--- src/rtl/ym3438_phase_sched.sv ---
// Two-phase (c1/c2) enable generator with operator-slot tracking and a
// single-request write scheduler that aligns a write strobe with a slot's c1.
module ym3438_phase_sched #(
  parameter int DIV    = 6,
  parameter int SLOTS  = 24,
  parameter int SLOT_W = 5
) (
  input  logic              MCLK,
  input  logic              reset,
  input  logic              hold,
  output logic              c1,
  output logic              c2,
  output logic [SLOT_W-1:0] slot,
  output logic              sync,
  input  logic              wr_req,
  input  logic [SLOT_W-1:0] wr_slot,
  output logic              wr_en,
  output logic              wr_ack,
  output logic              wr_err,
  output logic              busy
);

  localparam int PW = $clog2(DIV);
  localparam logic [PW-1:0]     P_C1      = PW'(DIV - 1);
  localparam logic [PW-1:0]     P_C2      = PW'(DIV / 2 - 1);
  localparam logic [SLOT_W-1:0] SLOT_LAST = SLOT_W'(SLOTS - 1);
  localparam logic [SLOT_W:0]   SLOT_LIM  = (SLOT_W + 1)'(SLOTS);

  typedef enum logic [1:0] {IDLE, WAIT, ISSUE, ACK} state_t;

  state_t            state;
  logic [PW-1:0]     pcnt;
  logic [SLOT_W-1:0] tgt;
  logic              err;
  logic              c1_set;
  logic              c2_set;
  logic              tgt_bad;

  // Phase pulses are decided from the prescaler before it advances, so the
  // registered c1/c2 land exactly one cycle after the qualifying edge.
  assign c1_set  = !hold && (pcnt == P_C1);
  assign c2_set  = !hold && (pcnt == P_C2);
  assign tgt_bad = {1'b0, tgt} >= SLOT_LIM;

  always_ff @(posedge MCLK) begin
    if (reset) begin
      pcnt   <= '0;
      slot   <= '0;
      c1     <= 1'b0;
      c2     <= 1'b0;
      sync   <= 1'b0;
      wr_en  <= 1'b0;
      wr_ack <= 1'b0;
      wr_err <= 1'b0;
      busy   <= 1'b0;
      err    <= 1'b0;
      state  <= IDLE;
    end else begin
      if (!hold)
        pcnt <= (pcnt == P_C1) ? '0 : pcnt + 1'b1;
      c1   <= c1_set;
      c2   <= c2_set;
      // slot only moves on c2, so it is the same value throughout any c1 pulse
      sync <= c1_set && (slot == '0);
      if (c2)
        slot <= (slot == SLOT_LAST) ? '0 : slot + 1'b1;

      wr_en  <= 1'b0;
      wr_ack <= 1'b0;
      wr_err <= 1'b0;
      case (state)
        IDLE: begin
          err <= 1'b0;
          if (wr_req) begin
            busy  <= 1'b1;
            state <= WAIT;
          end
        end
        WAIT: begin
          // the range check runs on the latched target, one edge after capture
          if (tgt_bad) begin
            err   <= 1'b1;
            state <= ISSUE;
          end else if (c1_set && (slot == tgt)) begin
            wr_en <= 1'b1;
            state <= ISSUE;
          end
        end
        ISSUE: begin
          wr_ack <= 1'b1;
          wr_err <= err;
          state  <= ACK;
        end
        ACK: begin
          busy  <= 1'b0;
          err   <= 1'b0;
          state <= IDLE;
        end
      endcase
    end
  end

  always_ff @(posedge MCLK) begin
    if (state == IDLE && wr_req)
      tgt <= wr_slot;
  end

endmodule

--- config.mk ---
export PLATFORM = sky130hd
export DESIGN_NAME = ym3438_phase_sched
export DESIGN_NICKNAME = d
export VERILOG_FILES = /design/src/rtl/ym3438_phase_sched.sv
export SDC_FILE = /design/constraint.sdc
export NUM_CORES = 1
export LEC_CHECK = 0
export CAP_MARGIN = 20
export CORE_MARGIN = 3
export CORE_UTILIZATION = 52
export CTS_BUF_LIST = sky130_fd_sc_hd__clkbuf_4
export DETAILED_ROUTE_END_ITERATION = 12
export PLACE_DENSITY = 0.81
export SYNTH_ARGS = -nofsm -noshare
export SYNTH_HDL_FRONTEND = slang
export SYNTH_SLANG_ARGS = --single-unit
--- constraint.sdc ---
create_clock -name MCLK -period 1.45 [get_ports MCLK]
set_input_delay 0.145 -clock MCLK [delete_from_list [all_inputs] [get_ports MCLK]]
set_output_delay 0.145 -clock MCLK [all_outputs]
set_load 0.05 [all_outputs]
==> run summary, run 1 <==
CTS max path bufs: 2
DRC viols: 0
ANT cells: 0
Die height: 50.2 um
Post-synth cell types: 32
Hold path startpoint: wr_slot[0]
TritonCTS Buffers: 3
CTS tree: built
Final ANT Viol Nets: 0
Vias in the first global route: 784
Synth Register Bits: 23
Cell Area, Synth: 1020 sq um
Prevailing post-synth register cell: dfxtp_1
Sink Count: 23
Maximum clock rate: 0.741 GHz
I/O pin count: 21
Final Net Count: 145
Category of the most critical setup path: reg -> reg
Maximum VDD drop: 816 uV
1st-iter DRT viols: 8
FP Rows: 15
Area Growth Syn to Fin: 33.5%
Max Cap Viol: 0
Initial antenna violation count: 0
Die Span X: 50.2 um
Synth Area per Inst: 10.3 sq um
WP data required: 1.65 ns
Top cells by area, synth: dfxtp_1 35%, edfxtp_1 15%, ha_1 7.4%, xnor2_1 4.3%, nor2_1 4.1%
Power density cells: 1160 nW/um^2
CP startpoint: state[1]
Fillers: 125
Max Slew Vio Count: 0
Final Non-Filler Cells: 154
Share of cells above drive strength 1: 24.0%
Tot Pwr: 1.58 mW
WHS: 0.391 ns
Hpwl dp: 1610 um
CP Launch Type: register
Clk Tree Root Cell: clkbuf_4
Status: completed
Layout Skew: 0.00346 ns
Ys async rst share: 0%
Largest net degree at the start of global routing: 13
Syn nets: 114
Drt pass-1 iters: 4
Finish-stage setup viols: 0
Most frequent cells in the layout: 16 x buf_4, 14 x dfxtp_1, 11 x nor2_1
Fin util: 76.1%
Yosys top cell by area: dfxtp_1
Worst-skew pair later-pin latency: 0.30 ns
Core area: 1780 sq um
Clock-pin transition on the worst setup and hold timing paths: 0.12 ns
Buffers on Ports: 20
RSZ-0062 raised after global routing: no
Top cell type's share of synthesized area: 35.5%
Setup_tns: 0 ns
GP Congestion: 0.787
Relative slew margins: 79.9%
Number of synthesized flops with an enable pin: 5
CP max FO: 4
Total gr overflow: 0
DR vias: 801
CTS Hold Buffers Added: 0
CP endpoint kind: register
WL/cell: 13.0 um
Starting density of the core: 57.0%
Hold Fails Final Rpt: 0
First-pass GRT wire length: 3460 um
Inst Count DP: 148
RR Startpoint: state[1]
Die outline area: 2520 sq um
Worst-Margin Slew: 0.301 ns
YS warnings: 0
Final min period: 1.35 ns
Final WL: 2010 um
Worst path arrival time: 1.55 ns
Total global-route track usage: 18.2%
Hold crit path type: in -> reg
Leakage power: 0.530 nW
Register area share after synthesis: 50.2%
DR vias/cell: 5.20
Commonest non-fill, non-tap cell in the layout: buf_4
Register area: 518 sq um
Multi-input combinational cell area: 478 sq um
Post-Synthesis Cells: 99
Fin crit share: 93.1%
# H-tree levels: 1
sequential cells by signal, summed over array words and instances, names as in the netlist:
name    flops
c1          1
pcnt        3
slot        5
sync        1
busy        1
c2          1
wr_ack      1
err         1
wr_err      1
wr_en       1
tgt         5
state       2
cells by family (layout without fill, tap and decap cells):
kind of cell               after synthesis  in the layout  share of synthesized area, %
DFF                                     23             23                          50.2
xor gates and xnor gates                 6              6                          5.17
muxes                                    4              4                          4.06
AOI/OAI and AO/OA                       10             10                          7.02
adders and majority gates                6              6                          7.39
and+or+nand+nor                         43             43                          23.4
buffers and inverters                    7             37                          2.71
per-stage QoR:
step	area (sq um)	setup slack, ns
2_1_floorplan	1020	-0.0166
3_3_place_gp	1310	0.00820
3_5_place_dp	1310	-0.0677
4_1_cts	1340	0.00928
5_1_grt	1360	0.00439
6_report	1360	0.100
what timing repair did:
item | 4_1_cts | 5_1_grt
gates resized for setup | 1 | 1
endpoints found under the setup margin | 2 | 2
pin swaps | 0 | 2
buffers inserted | 0 | 2
cloned | 0 | 0
critical path, cell delays in order (launching register included):
cell       delay, ns
dfxtp_4         0.38
inv_1           0.07
ha_1            0.20
nand2b_1        0.10
buf_4           0.15
o2bb2ai_2       0.12
o221a_1         0.23
power breakdown:
| group | leakage, nW | switching [mW] | internal, mW |
|---|---|---|---|
| registers | 0.196 | 0.0540 | 0.743 |
| clock network | 0.0184 | 0.176 | 0.126 |
| logic | 0.315 | 0.259 | 0.221 |
routing by layer:
layer | global-route usage (%) | part of all wire [%]
met1 | 20.4 | 43
met2 | 33.0 | 50
met3 | 4.15 | 5.0
met4 | 6.45 | 2.2
met5 | 0 | 0
worst paths after layout:
check	end	slack (ns)	cells after the start
hold / removal	tgt[0]	0.39	1
hold reg to reg	wr_err	0.46	1
setup reg to reg	state[0]	0.10	6
setup / recovery	state[0]	0.10	6
synthesized netlist by cell type, types with 2 or more instances:
| cell type | number |
|---|---|
| dfxtp_1 | 18 |
| nand2_1 | 7 |
| nand4_1 | 3 |
| mux2i_1 | 3 |
| inv_1 | 5 |
| a21oi_1 | 5 |
| xnor2_1 | 5 |
| nand2b_1 | 4 |
| nor3b_1 | 2 |
| edfxtp_1 | 5 |
| ha_1 | 6 |
| nand3_1 | 3 |
| nor2_1 | 11 |
| nor2b_1 | 2 |
| and2_1 | 3 |
layout make-up:
type | count | area share (%)
tap | 25 | 2.31
inverter | 5 | 1.38
sequential | 23 | 38.2
clock buffer | 4 | 2.21
multi-input combinational | 69 | 35.2
timing repair buffer | 28 | 20.7
No activity file was read; power rests on OpenSTA's default activity.
==> run 2, diff against run 1 <==
CORE_ASPECT_RATIO = 0.75   (was not set)
==> run 2 against run 1 <==
- sequential power about the same
- highest routed layer unchanged
- clock power is 4% higher
- clock skew grew 0.0063 ns
- count of clock-buffer cells in the layout unchanged
- setup slack lost 0.014 ns
- via count down 3.2%
- critical path type unchanged
- sequential share of layout area is 0.26 points lower
- total power increased by 2.4%
==> run summary, run 2 (synthesis results as in run 1) <==
Status: completed
Category of the most critical setup path: reg -> reg
Total global-route track usage: 17.5% (-0.68 points)
WP data required: 1.69 ns (+0.04 ns)
Sink Count: 23 (unchanged)
Fillers: 131 (+4.8%)
Buffers on Ports: 20 (unchanged)
1st-iter DRT viols: 10 (+2)
R2R setup slack: 0.09 ns (about the same)
Hold path startpoint: wr_slot[3]
DR vias/cell: 5.07 (-2.6%)
Depth of the worst hold-timing path: 1 (unchanged)
Die height: 44.3 um (-12%)
Hold Fails Final Rpt: 0 (unchanged)
Power density cells: 1180 nW/um^2 (+1.5%)
Tot Pwr: 1.62 mW (+2.4%)
Final min period: 1.36 ns (+0.0142 ns)
Largest registers: slot x5, tgt x5, pcnt x3
CP endpoint kind: register
DR vias: 775 (-3.2%)
Finish-stage setup viols: 0 (unchanged)
CTS tree: built
Die outline area: 2530 sq um (+0.23%)
Reg2reg end: state[1]
Layout Skew: 0.00971 ns (+0.00626 ns)
Post-route cell area: 1370 sq um (+0.92%)
Worst-Margin Slew: 0.317 ns (+0.0163 ns)
Max Slew Vio Count: 0 (unchanged)
Vias in the first global route: 705 (-10%)
Initial antenna violation count: 0 (unchanged)
DRC viols: 0 (unchanged)
Worst path arrival time: 1.60 ns (+0.05 ns)
Share of cells above drive strength 1: 26.0% (+1.9 points)
Max Cap Viol: 0 (unchanged)
CP Launch Type: register
Hpwl dp: 1570 um (-2.4%)
Final WL: 2090 um (+4.2%)
Starting density of the core: 56.8% (-0.20 points)
Largest net degree at the start of global routing: 13 (unchanged)
Area Growth Syn to Fin: 34.7%
Leakage power: 0.541 nW (+2.0%)
Worst-skew pair later-pin latency: 0.31 ns (about the same)
Commonest non-fill, non-tap cell in the layout: buf_4
I/O pin count: 21 (unchanged)
RSZ-0062 raised after global routing: no
Die Span X: 57.0 um (+14%)
Maximum VDD drop: 843 uV (+3.3%)
Reg2reg path depth: 6 (unchanged)
Core area: 1790 sq um (+0.35%)
GP Congestion: 0.756 (-4.0%)
First-pass GRT wire length: 3200 um (-7.4%)
ANT cells: 0 (unchanged)
RR Startpoint: state[0]
TritonCTS Buffers: 3 (unchanged)
Relative slew margins: 78.8% (-1.1 points)
Fin util: 76.5% (+0.43 points)
FP Rows: 13 (-2)
Total gr overflow: 0 (unchanged)
# H-tree levels: 1 (unchanged)
CTS max path bufs: 2 (unchanged)
Most frequent cells in the layout: 18 x buf_4, 13 x dfxtp_1, 11 x nor2_1
CP max FO: 3 (-1)
Drt pass-1 iters: 4 (unchanged)
Hold crit path type: in -> reg
Clk Tree Root Cell: clkbuf_4
WL/cell: 13.7 um (+4.9%)
Final Net Count: 147 (+1.4%)
Maximum clock rate: 0.733 GHz (-1.0%)
Clock-pin transition on the worst setup and hold timing paths: 0.12 ns (about the same)
CP startpoint: state[0]
Post-DP Area: 1310 sq um (+0.29%)
Final ANT Viol Nets: 0 (unchanged)
Hold path endpoint: tgt[3]
Fin crit share: 94.1% (+0.98 points)
-- run 2: cell types whose count changed in the layout (fill, tap and decap cells not counted), sizes merged --
cell	change
buf	+2
-- run 2: layout make-up --
cell class              count  area (sq um)  area share (%)
flip-flops and latches     23           519            37.9
multi-input cells          69           478            34.9
repair buffers             30           295            21.6
clock buffers               4          30.0            2.19
well taps                  22          27.5            2.01
inverters                   5          18.8            1.37
-- run 2: timing repair --
item,4_1_cts,5_1_grt
setup buffers,0,3
cloned,0,0
setup endpoints to repair,2,2
pin swaps,0,1
hold buffers,0,0
gates resized for setup,1,2
-- run 2: critical path, stage by stage, from the launching register on --
cell and delay [ns]:
dfxtp_2 0.35, inv_1 0.05, ha_1 0.22, nand2b_1 0.14, nand4_1 0.14, o2bb2ai_2 0.18, mux2i_1 0.20
-- run 2: power breakdown --
part,switching (mW),internal (mW)
Clock,0.187,0.126
Combinational,0.267,0.242
Sequential,0.0497,0.745
Total,0.504,1.11
-- run 2: stage by stage --
step | TNS (ns) | hold slack (ns) | instances | worst slack, ns
finish | 0 | 0.385 | 153 | 0.0861
global route | 0 | 0.350 | 153 | 0.0165
CTS | 0 | 0.372 | 150 | 0.0115
detailed placement | -0.0104 | 0.452 | 146 | -0.0104
global placement | 0 | 0.437 | 146 | 0.0618
floorplan | -0.0166 | 0.221 | 99 | -0.0166
-- run 2: layer usage --
| layer | vias up | GRT usage [%] | wire length [um] |
|---|---|---|---|
| li1 | 402 | - | - |
| met1 | 350 | 19.8 | 874 |
| met2 | 19 | 30.5 | 1080 |
| met3 | 4 | 5.25 | 109 |
| met4 | 0 | 8.33 | 29 |
| met5 | - | 0 | 0 |
-- run 2: worst max-delay path by stage --
stage	endpoint	slack, ns	depth (start not counted)
floorplan	state[0]	-0.02	4
global placement	state[1]	0.06	5
CTS	state[1]	0.01	6
detailed placement	state[1]	-0.01	5
global route	state[1]	0.02	6
finish	state[1]	0.09	6
